--- src/rtl/spi_pkg.sv ---
// Shared SPI link definitions used by the slave (and the matching master).
package spi_pkg;

  typedef enum logic {
    IDLE  = 1'b0,
    SHIFT = 1'b1
  } spi_state_e;

  // System clock must run at least this many times faster than sclk.
  localparam int MIN_OVERSAMPLE = 8;

  // Frame width shared with spi_master instances on the same link.
  localparam int SPI_WIDTH = 13;

endpackage

--- src/rtl/spi_sync_edge.sv ---
// Multi-stage synchronizer for an asynchronous pin, followed by a history flop
// that produces registered single-cycle rise/fall pulses.
module spi_sync_edge #(
  parameter int   STAGES  = 2,
  parameter logic RST_VAL = 1'b0
) (
  input  logic clk,
  input  logic rst,
  input  logic din_i,
  output logic sync_o,
  output logic rise_o,
  output logic fall_o
);

  logic [STAGES-1:0] sync_q;
  logic              hist_q;
  logic              rise_q;
  logic              fall_q;

  // NOTE: non-blocking assignments let every flop in the chain sample its
  // predecessor's old value, which is what makes this a shift chain.
  always_ff @(posedge clk or posedge rst) begin
    if (rst) begin
      sync_q <= {STAGES{RST_VAL}};
      hist_q <= RST_VAL;
      rise_q <= 1'b0;
      fall_q <= 1'b0;
    end else begin
      sync_q <= {sync_q[STAGES-2:0], din_i};
      hist_q <= sync_q[STAGES-1];
      rise_q <= sync_q[STAGES-1] & ~hist_q;
      fall_q <= ~sync_q[STAGES-1] & hist_q;
    end
  end

  assign sync_o = sync_q[STAGES-1];
  assign rise_o = rise_q;
  assign fall_o = fall_q;

endmodule

--- src/rtl/spi_slave.sv ---
// SPI slave (mode 0, MSB first) oversampled by clk, with one-word TX buffer.
// Optional SPI_SLAVE_MISO_OE_EN adds miso_oe and tristates miso outside a frame.
module spi_slave
  import spi_pkg::*;
#(
  parameter int WIDTH       = SPI_WIDTH,
  parameter int SYNC_STAGES = 2
) (
  input  logic             clk,
  input  logic             rst,
  input  logic             sclk,
  input  logic             load,
  input  logic             mosi,
  output logic             miso,
`ifdef SPI_SLAVE_MISO_OE_EN
  output logic             miso_oe,
`endif
  input  logic [WIDTH-1:0] tx_data,
  input  logic             tx_we,
  output logic             tx_ready,
  output logic [WIDTH-1:0] rx_data,
  output logic             rx_valid,
  output logic             frame_err,
  output logic             tx_underrun,
  output logic             busy
);

  localparam int CW = $clog2(WIDTH + 2);
  typedef logic [CW-1:0] cnt_t;
  localparam cnt_t CNT_FULL = cnt_t'(WIDTH);
  localparam cnt_t CNT_MAX  = cnt_t'(WIDTH + 1);

  logic sclk_rise, sclk_fall, load_rise, load_fall, mosi_s;
  logic sclk_s_unused, load_s_unused, unused_mosi_rise, unused_mosi_fall;

  spi_sync_edge #(.STAGES(SYNC_STAGES), .RST_VAL(1'b0)) u_sync_sclk (
    .clk(clk), .rst(rst), .din_i(sclk),
    .sync_o(sclk_s_unused), .rise_o(sclk_rise), .fall_o(sclk_fall)
  );

  // load idles high, so its synchronizer resets high to avoid a false frame start.
  spi_sync_edge #(.STAGES(SYNC_STAGES), .RST_VAL(1'b1)) u_sync_load (
    .clk(clk), .rst(rst), .din_i(load),
    .sync_o(load_s_unused), .rise_o(load_rise), .fall_o(load_fall)
  );

  spi_sync_edge #(.STAGES(SYNC_STAGES), .RST_VAL(1'b0)) u_sync_mosi (
    .clk(clk), .rst(rst), .din_i(mosi),
    .sync_o(mosi_s), .rise_o(unused_mosi_rise), .fall_o(unused_mosi_fall)
  );

  spi_state_e       state_q, state_d;
  logic [WIDTH-1:0] tx_buf_q, tx_buf_d;
  logic [WIDTH-1:0] tx_sr_q, tx_sr_d;
  logic [WIDTH-1:0] rx_sr_q, rx_sr_d;
  logic [WIDTH-1:0] rx_data_q, rx_data_d;
  cnt_t             bit_cnt_q, bit_cnt_d;
  logic             tx_ready_q, tx_ready_d;
  logic             rx_valid_q, rx_valid_d;
  logic             frame_err_q, frame_err_d;
  logic             underrun_q, underrun_d;

  always_ff @(posedge clk or posedge rst) begin
    if (rst) begin
      state_q     <= IDLE;
      tx_buf_q    <= '0;
      tx_sr_q     <= '0;
      rx_sr_q     <= '0;
      rx_data_q   <= '0;
      bit_cnt_q   <= '0;
      tx_ready_q  <= 1'b1;
      rx_valid_q  <= 1'b0;
      frame_err_q <= 1'b0;
      underrun_q  <= 1'b0;
    end else begin
      state_q     <= state_d;
      tx_buf_q    <= tx_buf_d;
      tx_sr_q     <= tx_sr_d;
      rx_sr_q     <= rx_sr_d;
      rx_data_q   <= rx_data_d;
      bit_cnt_q   <= bit_cnt_d;
      tx_ready_q  <= tx_ready_d;
      rx_valid_q  <= rx_valid_d;
      frame_err_q <= frame_err_d;
      underrun_q  <= underrun_d;
    end
  end

  // NOTE: every _d gets a default before any branch so no path leaves one
  // unassigned, which would otherwise infer a latch.
  always_comb begin
    state_d     = state_q;
    tx_buf_d    = tx_buf_q;
    tx_sr_d     = tx_sr_q;
    rx_sr_d     = rx_sr_q;
    rx_data_d   = rx_data_q;
    bit_cnt_d   = bit_cnt_q;
    tx_ready_d  = tx_ready_q;
    rx_valid_d  = 1'b0;
    frame_err_d = 1'b0;
    underrun_d  = 1'b0;

    if (tx_we && tx_ready_q) begin
      tx_buf_d   = tx_data;
      tx_ready_d = 1'b0;
    end

    case (state_q)
      IDLE: begin
        if (load_fall) begin
          bit_cnt_d = '0;
          state_d   = SHIFT;
          if (!tx_ready_q) begin
            tx_sr_d    = tx_buf_q;
            tx_ready_d = 1'b1;
          end else begin
            tx_sr_d    = '0;
            underrun_d = 1'b1;
          end
        end
      end
      SHIFT: begin
        if (sclk_rise) begin
          rx_sr_d = {rx_sr_q[WIDTH-2:0], mosi_s};
          if (bit_cnt_q != CNT_MAX) bit_cnt_d = bit_cnt_q + cnt_t'(1);
        end
        // Count check uses the post-sample count so a coincident rise is included.
        if (load_rise) begin
          if (bit_cnt_d == CNT_FULL) begin
            rx_data_d  = rx_sr_d;
            rx_valid_d = 1'b1;
          end else begin
            frame_err_d = 1'b1;
          end
          state_d = IDLE;
        end else if (sclk_fall) begin
          tx_sr_d = {tx_sr_q[WIDTH-2:0], 1'b0};
        end
      end
      default: state_d = IDLE;
    endcase
  end

`ifdef SPI_SLAVE_MISO_OE_EN
  assign miso_oe = (state_q == SHIFT);
  assign miso    = miso_oe ? tx_sr_q[WIDTH-1] : 1'bz;
`else
  assign miso    = tx_sr_q[WIDTH-1];
`endif

  assign tx_ready    = tx_ready_q;
  assign rx_data     = rx_data_q;
  assign rx_valid    = rx_valid_q;
  assign frame_err   = frame_err_q;
  assign tx_underrun = underrun_q;
  assign busy        = (state_q == SHIFT);

endmodule

--- config.mk ---
export PLATFORM = sky130hd
export DESIGN_NAME = spi_slave
export DESIGN_NICKNAME = d
export VERILOG_FILES = /design/src/rtl/spi_pkg.sv /design/src/rtl/spi_sync_edge.sv /design/src/rtl/spi_slave.sv
export SDC_FILE = /design/constraint.sdc
export NUM_CORES = 1
export LEC_CHECK = 0
export ABC_AREA = 1
export ABC_CLOCK_PERIOD_IN_PS = 4200
export CAP_MARGIN = 20
export CORE_MARGIN = 4
export CORE_UTILIZATION = 50
export CTS_BUF_LIST = sky130_fd_sc_hd__clkbuf_4 sky130_fd_sc_hd__clkbuf_8
export DETAILED_ROUTE_END_ITERATION = 10
export GPL_TIMING_DRIVEN = 0
export PLACE_DENSITY = 0.76
export SETUP_SLACK_MARGIN = 0.05
export SLEW_MARGIN = 20
export SYNTH_ARGS = -nofsm -noshare
export SYNTH_HDL_FRONTEND = slang
export SYNTH_SLANG_ARGS = --single-unit
--- constraint.sdc ---
create_clock -name clk -period 4.2 [get_ports clk]
set_input_delay 0.84 -clock clk [delete_from_list [all_inputs] [get_ports clk]]
set_output_delay 0.84 -clock clk [all_outputs]
set_load 0.02 [all_outputs]
==> tab_implementation.tex <==
\begin{tabular}{lr}
\hline
Metric & Value \\
\hline
\multicolumn{2}{l}{\textbf{Worst setup path}} \\
Startpoint types & flip-flop \\
Critical path endpoint category & primary output \\
Number of cells on the worst reg-to-reg path & 9 \\
Sequence of cells on the critical path & clkdlybuf4s50\_1 \\
Maximum cell stage delay along the critical path & 0.61 ns \\
Required @ worst endpoint & 3.36 ns \\
Critical path start-end classification & reg2out \\
Critical Path Fanout Max & 4 \\
Slowest cell on the critical path & clkdlybuf4s50\_1 \\
Data arrival time of the worst path & 1.52 ns \\
Worst reg2reg setup slack & 2.44 ns \\
Origin of the critical flop-to-flop path & bit\_cnt\_q[0] \\
CP Buf/Inv Count & 1 \\
Dominant delay contributor by cell family on the critical path & buffers and inverters \\
Endpoint of the worst-slack reg-to-reg timing path & rx\_data[4] \\
\multicolumn{2}{l}{\textbf{Final layout}} \\
Summed area of non-filler cells in the final layout & 3800 µm² \\
Proportion of layout cells with a drive suffix above 1 & 9.58\% \\
NumNets Final & 423 \\
Synthesis-to-layout area growth & 23.3\% \\
Count of fill cells added during filler insertion & 519 \\
ANT cells & 0 \\
Combined flip-flop and latch cell area & 1830 µm² \\
Total area of multi-input combinational cells & 996 µm² \\
\multicolumn{2}{l}{\textbf{Drt}} \\
Pre-Repair DR Iteration Count & 4 \\
Vias per inst & 4.88 \\
Drc violations & 0 \\
Total via count in the routed design & 2350 \\
Number of design-rule violations left by the first detailed-router iteration & 105 \\
Total Wirelength & 5610 µm \\
Drt wl/cell & 11.6 µm \\
Number of nets with antenna violations after routing & 0 \\
\multicolumn{2}{l}{\textbf{Logic synthesis}} \\
Area share of the largest cell type after synthesis & 56.0\% \\
Post-Synthesis Net Count & 374 \\
Post-synthesis register bit count & 73 \\
Cell area after synthesis & 3090 µm² \\
Synthesis Warnings & 0 \\
Post-synth top flop & dfrtp\_1 \\
EDFF count, synth & 0 \\
Async set or reset register ratio after synthesis & 100\% \\
Proportion of synthesized chip area in sequential cells & 59.4\% \\
Post-synth top cells & 120 x nand2\_1, 69 x dfrtp\_1, 49 x o21ai\_0 \\
Cell type with the highest aggregate area in the netlist & dfrtp\_1 \\
Dominant cells by area after synthesis & dfrtp\_1 56\%, nand2\_1 15\%, o21ai\_0 7.9\% \\
Count of mapped cells out of synthesis & 353 \\
Count of unique library cells instantiated by Yosys & 26 \\
Library cell with the highest instance count after synthesis & nand2\_1 \\
Mean post-synth cell area & 8.74 µm² \\
\multicolumn{2}{l}{\textbf{STA}} \\
Setup repair after global routing missed its margin & false \\
Minimum clock period after layout & 2.36 ns \\
Fin Clk Skew & 0.00956 ns \\
Worst Max-Slew Pin Slew & 0.434 ns \\
Setup TNS & 0 ns \\
Share of the cycle needed by the critical path after routing & 56.3\% \\
Number of pins with negative max-slew slack in the final report & 0 \\
Endpoints failing setup & 0 \\
Timing-limited maximum frequency & 0.423 GHz \\
Final hold violation count & 0 \\
Worst rel slew slack & 71.1\% \\
\multicolumn{2}{l}{\textbf{Place}} \\
Number of I/O port buffers & 37 \\
Half-perimeter wire length after placement & 3930 µm \\
Cell area reported after detailed placement & 3580 µm² \\
Routability Congestion & 0.796 \\
\multicolumn{2}{l}{\textbf{Global route}} \\
Initial antenna violation count & 0 \\
Overflow left after global routing & 0 \\
Wire length of the first global-routing pass & 9890 µm \\
Vias in the first global route & 2270 \\
Aggregate global-route resource usage & 17.0\% \\
Maximum number of pins on one net before global-route repair & 57 \\
\multicolumn{2}{l}{\textbf{Clock tree}} \\
Clock Tree Buf Depth & 2 \\
Number of H-tree levels & 3 \\
\# clock sinks & 73 \\
Worst-skew pair later-pin latency & 0.35 ns \\
Total clock buffers created by CTS & 9 \\
Post-CTS setup-driven buffer insertion count & 0 \\
Count of hold-fix buffers inserted at cts & 0 \\
Clk root buf & clkbuf\_8 \\
Number of instances resized during post-cts repair & 0 \\
TritonCTS clock tree & done \\
Clock Pin Slew Worst Setup and Hold Paths & 0.08 ns \\
\multicolumn{2}{l}{\textbf{Worst hold path}} \\
Hold endpoint & u\_sync\_sclk.sync\_q[1] \\
Number of instances on the worst hold path & 0 \\
Worst hold-check path type & reg2reg \\
Origin of the worst min-delay path & u\_sync\_sclk.sync\_q[0] \\
\multicolumn{2}{l}{\textbf{Die}} \\
Number of standard-cell rows in the floorplan & 28 \\
Die width & 86.6 µm \\
Chip Height & 86.6 µm \\
Total Die Area & 7490 µm² \\
Boundary pin count & 38 \\
Core Footprint & 5960 µm² \\
Effective utilization at floorplan & 51.8\% \\
\multicolumn{2}{l}{\textbf{Job}} \\
Max-cap check violation count & 0 \\
\multicolumn{2}{l}{\textbf{Run status}} \\
Status & completed \\
\multicolumn{2}{l}{\textbf{Pwr}} \\
Peak supply drop & 0.329 mV \\
Areal power density over the cells & 558 nW/µm² \\
Leakage power total & 0.00181 µW \\
\hline
\end{tabular}
-- registers in the layout, indices dropped and copies added (netlist names), 2 cells and up --
| name | count |
|---|---|
| u_sync_mosi.sync_q | 2 |
| rx_data | 13 |
| u_sync_sclk.sync_q | 2 |
| tx_buf_q | 13 |
| rx_sr_q | 13 |
| tx_sr_q | 13 |
| bit_cnt_q | 4 |
| u_sync_load.sync_q | 2 |
-- routing by layer --
| metal | GRT usage (%) | routed length [µm] | vias up |
|---|---|---|---|
| li1 | - | - | 1207 |
| met1 | 21.0 | 2580 | 1074 |
| met2 | 28.0 | 2650 | 62 |
| met3 | 5.70 | 317 | 7 |
| met4 | 5.52 | 63 | 0 |
| met5 | 0 | 0 | - |
-- metrics by stage --
step | cells | hold slack (ns) | worst slack [ns] | utilization [%] | power [µW]
global route | 482 | 0.370 | 1.77 | 63.9 | 2280
CTS | 482 | 0.356 | 1.82 | 63.9 | 2140
global placement | 465 | 0.332 | 0.385 | 59.6 | 1500
detailed placement | 466 | 0.337 | 2.06 | 60.1 | 1530
floorplan | 353 | 0.331 | 1.51 | - | 1370
finish | 482 | 0.353 | 1.84 | 63.9 | 2120
-- layout make-up --
class                           instances  area share, %
Buffer                                 16           2.43
Clock buffer                           10           3.45
Clock inverter                          6           2.43
Inverter                               44           4.41
Multi-Input combinational cell        220           26.2
Sequential cell                        73           48.2
Tap cell                               75           2.47
Timing Repair Buffer                   38           10.5
-- how the worst max path moves through the flow --
| stage | startpoint | to | cells after the start |
|---|---|---|---|
| finish | tx_ready | tx_ready | 1 |
| global route | tx_ready | tx_ready | 1 |
| CTS | tx_ready | tx_ready | 1 |
| detailed placement | tx_we | tx_buf_q[9] | 6 |
| global placement | rst | tx_underrun | 2 |
| floorplan | rst | bit_cnt_q[0] | 1 |
-- cell families after synthesis --
family          share of synthesized area (%)
fa+ha+maj                               0.811
flops                                    59.4
compound gates                           10.8
simple gates                             20.6
buf+inv                                  8.35
-- cells in the final DEF (no fill, tap or decap), types with 3 or more instances in the layout --
cell             count
dfstp_2              4
nor2_1              10
buf_2                4
clkdlybuf4s50_1     37
nand3_1             18
clkbuf_8             9
clkbuf_1             7
o22ai_1              4
o21ai_0             49
nand2_1            120
nand2_2              3
dfrtp_1             69
o21ai_1              5
inv_1               41
buf_6                3
-- power breakdown --
group / switching, µW / total [µW] / internal, µW / leakage [µW]
sequential: 102 / 997 / 895 / 0.000949
clock: 267 / 610 / 343 / 0.000106
combinational: 320 / 515 / 195 / 0.000759
total: 689 / 2120 / 1430 / 0.00181
No activity file was read; power rests on OpenSTA's default activity.
==> RTL change (same settings) <==
Change the package constant `SPI_WIDTH` from 13 to 17.
--- a/src/rtl/spi_pkg.sv
+++ b/src/rtl/spi_pkg.sv
@@ -12,3 +12,3 @@
   // Frame width shared with spi_master instances on the same link.
-  localparam int SPI_WIDTH = 13;
+  localparam int SPI_WIDTH = 17;
 
Ports: changed (resized rx_data and tx_data); port bits go from 38 to 46. The function was not compared with the original's and may differ.
==> RTL change against the unedited design <==
Hold slack gained 0.0047 ns; synthesized cell count rose by 24%; setup slack lost 0.013 ns; power rose by 16%; sequential cell count increased by 17; core utilization shrank 0.63 points; final area increased by 22%; critical path depth stayed put; sequential power rose by 19%; synthesized area is 24% higher; wire length increased by 29%; combinational power up 21%; non-clock buffer count up 12; first-iteration DRC count increased by 4.8%; highest routed layer unchanged.
==> RTL change: results (changes against the unedited design) <==
The tools report the met2 usage in global routing as 30.8% (+2.8 points). The maximum number of pins on one net before global-route repair was 53 (-7.0%). The overall fraction of global-route tracks in use came out at 17.5% (+0.58 points). The global placer's final weighted congestion was 0.811 (+1.9%). Layout filler cell count: 593 (+14%). The number of ordinary and repair buffers in the finished layout is 66 (+22%). The number of iterations in the first detailed-routing pass was 5 (+1). For the data arrival at the endpoint of the critical path, the log shows 1.54 ns (+0.02 ns). In this run the critical register-to-register path is captured at tx_sr_q[4]$_DFFE_PP0P_. The detailed-route wire length on metal 1 was 3250 um (+26%); the number of clock sinks was 90 (+23%). The setup slack of the worst register-to-register path was 2.40 ns (-0.04 ns). Counting instances in the post-synthesis netlist gives the leading cell types as nand2_1 (128), dfrtp_1 (86), inv_1 (64), o21ai_0 (64), nand3_1 (21).

The number of design-rule violations left by the first detailed-router iteration was 110 (+4.8%). The critical path ends at tx_ready. The total area of sequential cells is 0.00226 mm2 (+23%), and the final-layout non-clock buffer area share is 12.3% (-0.56 points). The post-synthesis cell type count is 24 (-7.7%), and the fraction of area in multi-input gates is 25.8% (-0.35 points).

Startpoint of the tightest hold check path: u_sync_mosi.sync_q[0]$_DFF_PP0_. For the first-pass GRT wire length, the log shows 12400 um (+25%). Worst clock skew on the final layout: 0.00920 ns (-0.000358 ns).

The run finished with clean final reports. The fraction of the yosys area taken by sequential cells is 59.2% (-0.14 points), and the via count of the first global-routing pass is 2852 (+26%). The fraction of final layout cells sized beyond drive strength 1 is 7.20% (-2.4 points). The run gives 0 (unchanged) as the count of inserted antenna diode cells.

Net count after synthesis: 463 (+24%). The post-synthesis share of cell area spent on xor and xnor gates is 0% (unchanged). The adder-cell area share of the yosys netlist works out to 0.657% (-0.15 points).

The final net count is 520 (+23%), and the average via count per standard cell is 4.98 (+2.1%). The half-perimeter wire length after detailed placement is 5330 um (+36%), and the number of signal-net inverters in the final layout is 68 (+55%). Worst flop-to-flop path startpoint: busy$_DFF_PP0_. Yosys attributes the largest share of cell area to dfrtp_1 (56%), nand2_1 (13%), o21ai_0 (8.4%). The clock tree buffer depth is 2 (unchanged), and the static leakage is 2.14 nW (+18%). The clock tree cell share of total cell area works out to 4.91% (-0.98 points). The tools report the met3 layer usage reported by global route as 2.92% (-2.8 points). Maximum VDD drop: 322 uV (-2.2%).

The number of cells on the worst reg-to-reg path is 7 (-2). The routed wire length is 7250 um (+29%), and the number of I/O port buffers is 45 (+22%). Worst hold margin: 0.358 ns (+0.00471 ns).

Met1 usage in global routing: 21.5% (+0.52 points). The max-slew headroom at the worst pin was 58.7% (-12 points). The run gives 3520 um (+33%) as the total length of routed met2 wires.

The tools report the endpoint with the worst hold slack as u_sync_mosi.sync_q[1]$_DFF_PP0_.
## RTL change: cell types whose count changed after synthesis, moves of 3 or more
| cell | change |
|---|---|
| o22ai_1 | +14 |
| buf_1 | +4 |
| dfrtp_1 | +17 |
| clkbuf_1 | +3 |
| o21ai_0 | +15 |
| nand3_1 | +3 |
| nand2_1 | +8 |
| inv_1 | +22 |
## RTL change: metrics by stage
stage	TNS, ns	power, mW	std cells	instance area, um2	worst slack, ns
after floorplan	0	1.63	438	3810	1.03
after global placement	-21.48	1.79	582	4390	-0.253
after detailed placement	0	1.83	583	4410	1.99
after CTS	0	2.48	599	4640	1.82
after global routing	0	2.64	599	4640	1.79
final	0	2.46	599	4640	1.82
## RTL change: where the power goes
| part | internal, mW | switching [mW] | total [mW] | leakage (nW) |
|---|---|---|---|---|
| logic | 0.222 | 0.403 | 0.625 | 0.851 |
| registers | 1.09 | 0.0974 | 1.19 | 1.18 |
| clock network | 0.352 | 0.296 | 0.648 | 0.112 |
| total | 1.66 | 0.796 | 2.46 | 2.14 |
